===== config.mk =====
export PLATFORM = sky130hd
export DESIGN_NAME = irq_ctrl_flat
export DESIGN_NICKNAME = d
export VERILOG_FILES = /design/src/rtl/irq_ctrl_if.sv /design/src/rtl/irq_ctrl.sv /design/src/flat_wrapper.sv
export SDC_FILE = /design/constraint.sdc
export NUM_CORES = 1
export LEC_CHECK = 0
export CORE_MARGIN = 3
export CORE_UTILIZATION = 31
export CTS_CLUSTER_DIAMETER = 80
export DETAILED_ROUTE_END_ITERATION = 8
export GPL_ROUTABILITY_DRIVEN = 0
export PLACE_DENSITY = 0.78
export SYNTH_ARGS = -nofsm -noshare
export SYNTH_HDL_FRONTEND = slang
export SYNTH_SLANG_ARGS = --single-unit

===== constraint.sdc =====
create_clock -name wb_clk -period 1.37 [get_ports wb_clk]
set_input_delay 0.137 -clock wb_clk [delete_from_list [all_inputs] [get_ports wb_clk]]
set_output_delay 0.137 -clock wb_clk [all_outputs]
set_load 0.1 [all_outputs]

===== src/rtl/irq_ctrl_if.sv =====
// ---------------------------------------------------------------------------
// Module      : irq_ctrl_if
// Description : chip_select-qualified data-bus slave port for irq_ctrl.
// Revision    : 1.0 - initial release
// ---------------------------------------------------------------------------
`default_nettype none

interface irq_ctrl_if;
  logic [31:0] wb_dbus_adr;
  logic [31:0] wb_dbus_dat;
  logic        wb_dbus_we;
  logic        cyc;
  logic [31:0] rdt;

  modport master (output wb_dbus_adr, wb_dbus_dat, wb_dbus_we, cyc, input rdt);
  modport slave  (input wb_dbus_adr, wb_dbus_dat, wb_dbus_we, cyc, output rdt);
endinterface

`default_nettype wire


===== src/rtl/irq_ctrl.sv =====
// ---------------------------------------------------------------------------
// Module      : irq_ctrl
// Description : Interrupt aggregator: source sync, edge latch, enable mask,
//               registered irq output and bus-visible status/ID registers.
// Revision    : 1.0 - initial release
// ---------------------------------------------------------------------------
`default_nettype none

module irq_ctrl #(
  parameter int           N           = 8,
  parameter int           SYNC_STAGES = 2,
  parameter logic [N-1:0] SYNC_MASK   = {N{1'b1}},
  parameter logic [N-1:0] EDGE_MASK   = {N{1'b0}}
) (
  input  wire logic         wb_clk,
  input  wire logic         wb_rst_n,
  input  wire logic [N-1:0] irq_src,
  irq_ctrl_if.slave         bus,
  output logic              irq
);

  localparam logic [2:0] c_ADR_STATUS  = 3'd0;
  localparam logic [2:0] c_ADR_PENDING = 3'd1;
  localparam logic [2:0] c_ADR_ENABLE  = 3'd2;
  localparam logic [2:0] c_ADR_ACTIVE  = 3'd3;
  localparam logic [2:0] c_ADR_ID      = 3'd5;

  logic [N-1:0] w_s;
  logic [N-1:0] r_prev;
  logic [N-1:0] r_pend;
  logic [N-1:0] r_enable;
  logic         r_irq;
  logic [N-1:0] w_event;
  logic [N-1:0] w_set;
  logic [N-1:0] w_clr;
  logic [N-1:0] w_pending;
  logic [N-1:0] w_active;
  logic [N-1:0] w_wdat;
  logic [2:0]   w_adr;
  logic         w_wr;
  logic         w_rd;
  logic [4:0]   w_idx;
  logic [31:0]  w_rdata;
  logic         w_unused_bits;

  for (genvar i = 0; i < N; i++) begin : g_src
    if (SYNC_MASK[i]) begin : g_sync
      logic [SYNC_STAGES-1:0] r_chain;
      always_ff @(posedge wb_clk or negedge wb_rst_n) begin
        if (!wb_rst_n) r_chain <= '0;
        else           r_chain <= {r_chain[SYNC_STAGES-2:0], irq_src[i]};
      end
      assign w_s[i] = r_chain[SYNC_STAGES-1];
    end else begin : g_bypass
      assign w_s[i] = irq_src[i];
    end
  end

  assign w_adr  = bus.wb_dbus_adr[4:2];
  assign w_wdat = bus.wb_dbus_dat[N-1:0];
  assign w_wr   = bus.cyc & bus.wb_dbus_we;
  assign w_rd   = bus.cyc & ~bus.wb_dbus_we;

  assign w_unused_bits = ^{bus.wb_dbus_adr[31:5], bus.wb_dbus_adr[1:0], bus.wb_dbus_dat};

  // Only edge-configured bits carry latched state; level bits mirror s.
  assign w_event   = w_s & ~r_prev & EDGE_MASK;
  assign w_set     = (w_wr && w_adr == 3'd4)          ? (w_wdat & EDGE_MASK) : '0;
  assign w_clr     = (w_wr && w_adr == c_ADR_PENDING) ? (w_wdat & EDGE_MASK) : '0;
  assign w_pending = (r_pend & EDGE_MASK) | (w_s & ~EDGE_MASK);
  assign w_active  = w_pending & r_enable;

  always_ff @(posedge wb_clk or negedge wb_rst_n) begin
    if (!wb_rst_n) begin
      r_prev   <= '0;
      r_pend   <= '0;
      r_enable <= '0;
      r_irq    <= 1'b0;
    end else begin
      r_prev <= w_s;
      // Set and new events take priority over a simultaneous clear.
      r_pend <= ((r_pend & ~w_clr) | w_event | w_set) & EDGE_MASK;
      if (w_wr && w_adr == c_ADR_ENABLE) r_enable <= w_wdat;
      r_irq  <= |w_active;
    end
  end

  assign irq = r_irq;

  always_comb begin
    w_idx = 5'd0;
    for (int i = N - 1; i >= 0; i--) begin
      if (w_active[i]) w_idx = 5'(i);
    end
  end

  always_comb begin
    w_rdata = '0;
    case (w_adr)
      c_ADR_STATUS:  w_rdata[N-1:0] = w_s;
      c_ADR_PENDING: w_rdata[N-1:0] = w_pending;
      c_ADR_ENABLE:  w_rdata[N-1:0] = r_enable;
      c_ADR_ACTIVE:  w_rdata[N-1:0] = w_active;
      c_ADR_ID: begin
        w_rdata[31]  = |w_active;
        w_rdata[4:0] = w_idx;
      end
      default:       w_rdata = '0;
    endcase
  end

  assign bus.rdt = w_rd ? w_rdata : 32'd0;

endmodule

`default_nettype wire

===== src/flat_wrapper.sv =====
// flat-port wrapper written by rule: the top's interface ports become plain ports
module irq_ctrl_flat 
#(
  parameter int           N           = 8,
  parameter int           SYNC_STAGES = 2,
  parameter logic [N-1:0] SYNC_MASK   = {N{1'b1}},
  parameter logic [N-1:0] EDGE_MASK   = {N{1'b0}}
)
  (wb_clk, wb_rst_n, irq_src, irq, bus_wb_dbus_adr, bus_wb_dbus_dat, bus_wb_dbus_we, bus_cyc, bus_rdt);
  irq_ctrl_if bus_i ();
  input  wire logic wb_clk;
  input  wire logic wb_rst_n;
  input  wire logic [N-1:0] irq_src;
  output logic irq;
  input wire logic [$bits(bus_i.wb_dbus_adr)-1:0] bus_wb_dbus_adr;
  input wire logic [$bits(bus_i.wb_dbus_dat)-1:0] bus_wb_dbus_dat;
  input wire logic [$bits(bus_i.wb_dbus_we)-1:0] bus_wb_dbus_we;
  input wire logic [$bits(bus_i.cyc)-1:0] bus_cyc;
  output wire logic [$bits(bus_i.rdt)-1:0] bus_rdt;
  assign bus_i.wb_dbus_adr = bus_wb_dbus_adr;
  assign bus_i.wb_dbus_dat = bus_wb_dbus_dat;
  assign bus_i.wb_dbus_we = bus_wb_dbus_we;
  assign bus_i.cyc = bus_cyc;
  assign bus_rdt = bus_i.rdt;
  irq_ctrl #(.N(N), .SYNC_STAGES(SYNC_STAGES), .SYNC_MASK(SYNC_MASK), .EDGE_MASK(EDGE_MASK)) u_core (.wb_clk(wb_clk), .wb_rst_n(wb_rst_n), .irq_src(irq_src), .bus(bus_i), .irq(irq));
endmodule

==> results of run 1 <==
==> per-stage QoR <==
step	instance area, sq um	hold WS [ps]	total power [mW]
after CTS	2030	230	2.39
after floorplan	1360	-159	1.57
after global placement	1850	333	1.84
after detailed placement	1850	335	1.86
after global routing	2110	250	2.57
final	2110	230	2.46
==> placed cells by master, fill, tap and decap left out, types with 3 or more instances in the layout <==
| master | synthesis | routed |
|---|---|---|
| mux2_4 | 7 | 7 |
| clkdlybuf4s50_1 | 0 | 17 |
| nor2_4 | 0 | 4 |
| o22ai_4 | 0 | 4 |
| nand2_1 | 10 | 9 |
| buf_12 | 0 | 11 |
| dfrtp_1 | 25 | 25 |
| buf_4 | 23 | 28 |
| conb_1 | 1 | 23 |
| nor2b_4 | 1 | 3 |
| dlygate4sd2_1 | 0 | 3 |
| buf_6 | 2 | 4 |
| clkbuf_8 | 0 | 3 |
==> worst reg2reg max path, cell delays in order (launching register included) <==
cell	delay, ps
dfrtp_1	400
a22o_1	270
and3b_1	250
nand2b_1	100
buf_4	140
==> kinds of logic (layout without fill, tap and decap cells) <==
logic type | count (synthesis) | in the layout | synth area share
and+or+nand+nor | 29 | 29 | 0.125
buffers and inverters | 27 | 71 | 0.167
DFF | 25 | 25 | 0.515
AOI/OAI and AO/OA | 18 | 18 | 0.104
muxes | 7 | 7 | 0.0865
other | 1 | 23 | 0.00309
==> worst paths after layout <==
path	startpoint	end	slack, ps	cells after the start
max in group asynchronous	wb_rst_n	u_core.g_src[6].g_sync.r_chain[0]$_DFF_PN0_	900	2
max	u_core.r_enable[6]$_DFFE_PN0P_	bus_rdt[2]	-420	5
max reg2reg	u_core.r_enable[7]$_DFFE_PN0P_	u_core.irq$_DFF_PN0_	110	4
min in group wb_clk	irq_src[7]	u_core.g_src[7].g_sync.r_chain[0]$_DFF_PN0_	290	1
min	wb_rst_n	u_core.r_enable[0]$_DFFE_PN0P_	230	2
min reg2reg	u_core.g_src[0].g_sync.r_chain[0]$_DFF_PN0_	u_core.g_src[0].g_sync.r_chain[1]$_DFF_PN0_	350	0
==> registers in the layout (all words and copies together) (netlist names) <==
register                     flops
u_core.r_enable                  8
u_core.g_src.g_sync.r_chain     16
u_core.irq                       1
==> report_power, final <==
part / internal, mW / switching, mW / leakage [nW]
logic: 0.452 / 0.675 / 0.625
registers: 0.824 / 0.0609 / 0.295
clock network: 0.206 / 0.238 / 0.0217
==> what timing repair did <==
item / in CTS / in global routing
pin swaps: 8 / 6
buffers inserted: 6 / 2
gates resized for setup: 23 / 13
endpoints found under the setup margin: 16 / 16
endpoints found under the hold margin: 0 / 0
==> per-layer routing <==
layer  part of all wire  up-vias
met5                  0        -
met4              0.019        0
met3              0.074        8
met2               0.54       41
met1               0.36      454
li1                   -      457
==> layout make-up <==
| cell class | instances | area (sq um) |
|---|---|---|
| fillers | 319 | 1610 |
| repair buffers | 65 | 693 |
| multi-input cells | 77 | 673 |
| flip-flops and latches | 25 | 626 |
| well taps | 48 | 60.1 |
| clock buffers | 3 | 41.3 |
| inverters | 2 | 8.76 |
| clock inverters | 1 | 7.51 |
==> impl_metrics.py, run 1 <==
metrics = {
    "critical_path": {
        "end_kind": "output port",
        "cp_cell_sequence": "a22o_1, and3b_1, or3_4, o21ai_4, buf_12",
        "critical-path-top-delay-family": "simple AND/OR/NAND/NOR gates",
        "start_kind": "flop",
        "critical_path.n_buffers_inverters": 1,
        "critical_path.max_stage_delay_ps": 380,
        "crit_slowest_cell": "dfrtp_1",
        "crit_required_ps": 1230,
        "critical_path_arrival_ps": 1650,
        "cp_max_fo": 2,
        "crit_type": "reg2out",
    },
    "drt": {
        "detailedRoute.firstIterationViolations": 60,
        "num_vias": 960,
        "drt_drc_violations_left": 0,
        "1st_pass_router_iterations": 4,
        "drtAntennaViolNets": 0,
        "vias_per_cell": 4.34,
        "drt-total-wl_um": 2980,
        "avgRoutedWirePerCell_um": 13.5,
    },
    "pwr": {
        "peakVddDrop_mv": 0.784,
        "p_leak_nw": 0.942,
        "power_density_mw_per_mm2": 1160,
    },
    "cells_and_area": {
        "final_nets": 250,
        "layout-area-overhead-vs-synth_pct": 73.6,
        "final_core_utilization": 0.568,
        "post_route_cells_drive_above_1_share": 0.462,
        "layout.cells.non_filler": 221,
        "antenna-diode-count": 0,
    },
    "grt": {
        "first_global_vias": 956,
        "antenna_found_initial": 0,
        "grt_start_max_net_pins": 26,
        "grt_remaining_overflow": 0,
        "grt.met1_usage": 0.130,
        "met3_usage_grt": 0.0421,
        "grt_pass1_wl_um": 4310,
        "track_usage": 0.127,
        "global_route.peak_usage_layer": "met2",
        "grt.met2_usage": 0.240,
    },
    "yosys": {
        "dominantRegCellSynth": "dfrtp_1",
        "synth_top_area_frac": 0.515,
        "synthTopCellsByArea": "dfrtp_1, buf_4, mux2_4",
        "count_of_flip_flops_with_a_built_in_enable_after_synthesis": 0,
        "synthDistinctLibCells": 25,
        "netlist.top_cell.by_area": "dfrtp_1",
        "synth_sequential_area_ratio": 0.515,
        "yosys.cell_count.top_type": "dfrtp_1",
        "synth_async_sr_flop_share": 1.00,
        "syn-cell-area_sq_mm": 0.00121,
        "synth_common_cells": "dfrtp_1, buf_4, nand2_1",
        "synth_warnings": 0,
        "synth_cells": 107,
        "yosys_register_bits": 25,
        "syn_area_per_cell_sq_um": 11.4,
    },
    "cts": {
        "clock_tree_from_tritoncts": "built",
        "root_buffer": "clkbuf_8",
        "worst_setup_hold_path_clk_slew_ps": 90,
        "hold_buffers": 0,
        "cts-buffers-inserted": 3,
        "cts_num_sinks": 25,
        "htree_levels": 1,
        "clk_lat_worst_skew_ps": 270,
        "clk_path_buf_depth": 2,
    },
    "sta": {
        "grt_setup_unrepaired": "yes",
        "maxSlewViolCount": 0,
        "tns_ps": -1390,
        "maximum_achievable_frequency_mhz": 559,
        "timing_hold_violations_final": 0,
        "clk_skew_ps": 3.96,
        "final.period_utilization": 1.31,
        "setup_viol_count_final": 6,
        "period_minus_slack_ps": 1790,
        "postLayoutSetupSlackWorst_ps": -418,
    },
    "floorplan": {
        "die_x_um": 68.6,
        "design.portCount": 109,
        "floorplan.core_area_sq_mm": 0.00372,
        "floorplan.initialDensity": 0.327,
        "die-area_sq_mm": 0.00471,
        "floorplan.die.height_um": 68.6,
        "standard_cell_rows": 22,
    },
    "job": {
        "drv.max_cap_violation_count": 0,
    },
    "run_status": {
        "violations": "setup timing",
        "run_status": "complete, but fails checks",
    },
    "placement": {
        "placement.setup.worst_slack_ps": -338,
        "buffer_ports.inserted": 32,
        "dp.cells": 210,
        "dp_hpwl_um": 2050,
    },
    "hold_path": {
        "min_path_type": "in2async",
    },
}
Note: power is estimated with default switching activity, not from simulation.
==> run 2, diff against run 1 <==
--- a/config.mk
+++ b/config.mk
@@ -5,6 +5,7 @@
 export SDC_FILE = /design/constraint.sdc
 export NUM_CORES = 1
 export LEC_CHECK = 0
+export ABC_CLOCK_PERIOD_IN_PS = 1370
 export CORE_MARGIN = 3
 export CORE_UTILIZATION = 31
 export CTS_CLUSTER_DIAMETER = 80
==> results of run 2 <==
Final layout, timing and power as in run 1 (identical DEF).
==> edit 1, RTL diff (config.mk and constraints of run 1) <==
Put one more register stage on the output `irq`, without a reset. The value now appears one clock later. The other outputs are not delayed to match. Comments in the files are not updated.
--- a/src/rtl/irq_ctrl.sv
+++ b/src/rtl/irq_ctrl.sv
@@ -87,3 +87,5 @@
 
-  assign irq = r_irq;
+  always_ff @(posedge wb_clk) begin
+    irq <= r_irq;
+  end
 
Function: changed (a bounded check fails within 4 cycles, from zero or initial values and one cycle with wb_rst_n low).
==> edit 1 against run 1 <==
The run still ends with negative setup slack left; die area up 1.5%; sequential cell count is 1 higher; register-to-register slack better by 0.20 ns; sequential power increased by 4.1%; power rose by 7.6%; synthesized area increased by 1.6%; cell area grew 0.36%; final cell count rose by 0.90%; maximum frequency grew 1.6%; routed wire length is 2.5% lower; worst setup slack better by 0.028 ns; global-route usage decreased by 0.95 points; largest cell class unchanged.
==> edit 1: results (changes against run 1) <==
share of post-route cells with drive strength above 1 45.1% (was 46.2%); worst clock skew on the final layout 0.00760 ns (was 0.00396 ns); maximum VDD drop 0.000742 V (was 0.000784 V); Post-Route M1 WL 1150 µm (was 1080 µm); largest cells by area after synthesis sky130_fd_sc_hd__dfrtp_1, sky130_fd_sc_hd__buf_4, sky130_fd_sc_hd__mux2_4, sky130_fd_sc_hd__o22ai_1, sky130_fd_sc_hd__nand2_1 (unchanged); aggregate negative setup slack -1.42 ns (was -1.39 ns); count of cells resized by post-cts repair 21 (was 23); failing checks negative setup slack (unchanged); outcome complete, but fails checks (unchanged); length of routed met2 wiring 1580 µm (was 1620 µm); endpoints failing setup 5 (was 6); worst reg2reg endpoint u_core.r_irq$_DFF_PN0_ (was u_core.irq$_DFF_PN0_); Worst Slack Setup Final -0.390 ns (was -0.418 ns); total placed cells including tap cells 214 (was 210); met2 Use GR 21.4% (was 24.0%); met3 wire length 163 µm (was 219 µm); met3 layer usage reported by global route 3.94% (was 4.21%); number of different library cells in the post-synthesis netlist 26 (was 25); Global Route Usage Sum 11.7% (was 12.7%); NumNets Final 252 (was 250); HPWL after detailed placement 2090 µm (was 2050 µm); violation count after the first detailed-route iteration 22 (was 60); reg-to-reg slack, setup 0.31 ns (was 0.11 ns); power per cell area 1250 nW/µm² (was 1160 nW/µm²); wire length of the first global-routing pass 4460 µm (was 4310 µm); sequential cell area fraction in the yosys report 52.3% (was 51.5%); WP data arrival 1.62 ns (was 1.65 ns); Logic power comb 1.09 mW (was 1.13 mW); post-CTS setup-driven buffer insertion count 2 (was 6); Post-Route WL 2900 µm (was 2980 µm)
[edit 1: kinds of logic after synthesis]
kind of cell	Yosys count	share of synthesized area, %
other cells	1	0.304
buf+inv	27	16.4
compound gates	18	10.2
simple gates	29	12.3
flops	26	52.3
mux	7	8.51
[edit 1: worst max-delay path, cell delays in order, from the launching register on]
cell	delay, ns
sky130_fd_sc_hd__dfrtp_1	0.38
sky130_fd_sc_hd__a22o_1	0.16
sky130_fd_sc_hd__and3b_1	0.20
sky130_fd_sc_hd__or3_4	0.34
sky130_fd_sc_hd__o21ai_4	0.08
sky130_fd_sc_hd__buf_12	0.19
[edit 1: cell type report]
cell class	instances	area, µm²	share of cell area, %
clock buffer	3	41.3	1.95
clock inverter	1	30.0	1.42
inverter	2	8.76	0.414
multi-input combinational	77	642	30.3
sequential	26	646	30.5
tap	48	60.1	2.84
timing repair buffer	66	689	32.6
==> edit 2, RTL diff (settings of run 1) <==
Without the edit above. `N` is set to 8 in 2 places; all go to 10.
--- a/src/rtl/irq_ctrl.sv
+++ b/src/rtl/irq_ctrl.sv
@@ -9,3 +9,3 @@
 module irq_ctrl #(
-  parameter int           N           = 8,
+  parameter int           N           = 10,
   parameter int           SYNC_STAGES = 2,
--- a/src/flat_wrapper.sv
+++ b/src/flat_wrapper.sv
@@ -3,3 +3,3 @@
 #(
-  parameter int           N           = 8,
+  parameter int           N           = 10,
   parameter int           SYNC_STAGES = 2,
Interface: changed (resized irq_src); port bits go from 109 to 111. The function was not compared with the original's and may differ.
==> edit 2 against run 1 <==
The run still ends with negative setup slack left; routed wire length up 23%; synthesized area increased by 18%; maximum frequency decreased by 9.9%; combinational power increased by 8%; sequential cell count rose by 6; worst setup slack got worse by 0.20 ns; cell area increased by 22%; power grew 22%; utilization grew 1.7 points; hold slack improved by 0.0061 ns; sequential power increased by 22%; critical endpoint is now bus_rdt[0]; global-route usage is 0.56 points higher.
==> edit 2: results (changes against run 1) <==
number of flip-flops under the largest register name 20 (was 16); number of inserted diodes 0 (unchanged); clock latency on the worst-skew pair 0.28 ns; Worst path slowest cell sky130_fd_sc_hd__dfrtp_1 (unchanged); number of levels in the clock H-tree 2 (was 1); Global Route Usage Sum 13.2% (was 12.7%); worst clock skew on the final layout 0.00737 ns (was 0.00396 ns); category of cells accounting for the largest share of critical-path delay compound AO/OA/AOI/OAI gates (was simple AND/OR/NAND/NOR gates); largest net degree at the start of global routing 32 (was 26); endpoints failing setup 11 (was 6); aggregate negative setup slack -3.72 ns (was -1.39 ns); average size of a mapped cell 11.4 µm² (about the same); maximum VDD drop 0.000544 V (was 0.000784 V); leakage power of the design 1.14 nW (was 0.942 nW); failing checks negative setup slack (unchanged); buffer cell driving the clock tree root sky130_fd_sc_hd__clkbuf_8 (unchanged); WP data arrival 1.85 ns (was 1.65 ns); number of different library cells in the post-synthesis netlist 33 (was 25); worst stage delay on the critical path 0.40 ns (was 0.38 ns); sequential cell area fraction in the yosys report 54.1% (was 51.5%); Port Buf Inserts 38 (was 32); Worst Slack Setup Final -0.615 ns (was -0.418 ns); most used flip-flop cell after synthesis sky130_fd_sc_hd__dfrtp_1 (unchanged); total placed cells including tap cells 248 (was 210); share of post-route cells with drive strength above 1 45.0% (was 46.2%); crit path max fanout 2 (unchanged); path category of the worst min-delay check in -> async (unchanged); share of flip-flops with an asynchronous set or reset 100% (unchanged); NumNets Final 287 (was 250); most instantiated cells after synthesis sky130_fd_sc_hd__dfrtp_1, sky130_fd_sc_hd__buf_4, sky130_fd_sc_hd__nand2_1 (unchanged); vias per cell 4.57 (was 4.34); largest cells by area after synthesis sky130_fd_sc_hd__dfrtp_1, sky130_fd_sc_hd__buf_4, sky130_fd_sc_hd__mux2_1, sky130_fd_sc_hd__nand2_1, sky130_fd_sc_hd__o22ai_1 (was sky130_fd_sc_hd__dfrtp_1, sky130_fd_sc_hd__buf_4, sky130_fd_sc_hd__mux2_4, sky130_fd_sc_hd__o22ai_1, sky130_fd_sc_hd__nand2_1); clock buffers created by TritonCTS 5 (was 3); via count of the first global-routing pass 1167 (was 956); number of detailed-route iterations in the first pass 4 (unchanged); HPWL after detailed placement 2520 µm (was 2050 µm); routed wirelength normalized by instance count 14.1 µm (was 13.5 µm); Longest Clk Path Bufs 2 (unchanged); Post-Route WL 3670 µm (was 2980 µm); wire length of the first global-routing pass 5310 µm (was 4310 µm); register bank with the most flops u_core.g_src.g_sync.r_chain (unchanged); clock slew at the register clock pins of the worst setup and hold paths 0.06 ns (was 0.09 ns); violation count after the first detailed-route iteration 49 (was 60); outcome complete, but fails checks (unchanged)
## edit 2: changes by cell type in the layout (fill, tap and decap cells not counted), moves of 4 or more
cell / run 1 / this run
sky130_fd_sc_hd__mux2_1: 0 / 10
sky130_fd_sc_hd__mux2_4: 7 / 0
sky130_fd_sc_hd__dfrtp_1: 25 / 31
sky130_fd_sc_hd__clkdlybuf4s50_1: 17 / 24
sky130_fd_sc_hd__buf_4: 28 / 32
## edit 2: repair_timing
item,in CTS,in global routing
pin swaps,7,11
setup buffers,0,7
hold endpoints to repair,0,0
endpoints found under the setup margin,22,21
hold buffers,0,0
resized for setup,15,18
## edit 2: per-stage QoR
step / setup slack [ns] / area [µm²]
after global placement: -0.468 / 2290
after global routing: -0.677 / 2580
after detailed placement: -0.486 / 2290
final: -0.615 / 2580
after floorplan: -0.518 / 1630
after CTS: -0.575 / 2460
## edit 2: layout make-up
type / count / area (µm²)
fillers: 353 / 1840
flip-flops and latches: 31 / 776
clock inverters: 1 / 5.00
clock buffers: 6 / 82.6
multi-input cells: 89 / 779
well taps: 52 / 65.1
repair buffers: 79 / 860
inverters: 3 / 11.3
## edit 2: logic make-up (layout without fill, tap and decap cells)
kind of cell | after synthesis | in the layout | synth area share [%]
and+or+nand+nor | 34 | 34 | 12.6
other | 1 | 21 | 0.261
AOI/OAI and AO/OA | 24 | 24 | 12.6
DFF | 31 | 31 | 54.1
muxes | 10 | 10 | 7.85
buffers and inverters | 26 | 89 | 12.6
## edit 2: metal layers
metal | share of wire [%] | track usage [%] | vias to the layer above
li1 | - | - | 567
met1 | 38 | 15.2 | 572
met2 | 54 | 22.8 | 46
met3 | 5.9 | 3.11 | 8
met4 | 2.4 | 6.64 | 0
met5 | 0 | 0 | -
## edit 2: worst paths after layout
path	start	endpoint	slack (ns)	depth (start not counted)
setup / recovery	u_core.g_src[4].g_sync.r_chain[1]$_DFF_PN0_	bus_rdt[0]	-0.61	6
hold / removal	wb_rst_n	u_core.r_enable[0]$_DFFE_PN0P_	0.24	2
setup reg to reg	u_core.r_enable[6]$_DFFE_PN0P_	u_core.irq$_DFF_PN0_	0.07	3
hold reg to reg	u_core.g_src[2].g_sync.r_chain[0]$_DFF_PN0_	u_core.g_src[2].g_sync.r_chain[1]$_DFF_PN0_	0.35	0
max in group asynchronous	wb_rst_n	u_core.g_src[9].g_sync.r_chain[1]$_DFF_PN0_	0.84	2
min in group wb_clk	irq_src[0]	u_core.g_src[0].g_sync.r_chain[0]$_DFF_PN0_	0.29	1
## edit 2: power by group
group | total (mW) | leakage (nW) | switching, mW | internal [mW]
Sequential | 1.08 | 0.365 | 0.0616 | 1.02
Clock | 0.698 | 0.0470 | 0.306 | 0.393
Combinational | 1.22 | 0.723 | 0.721 | 0.495
Total | 3.00 | 1.14 | 1.09 | 1.91
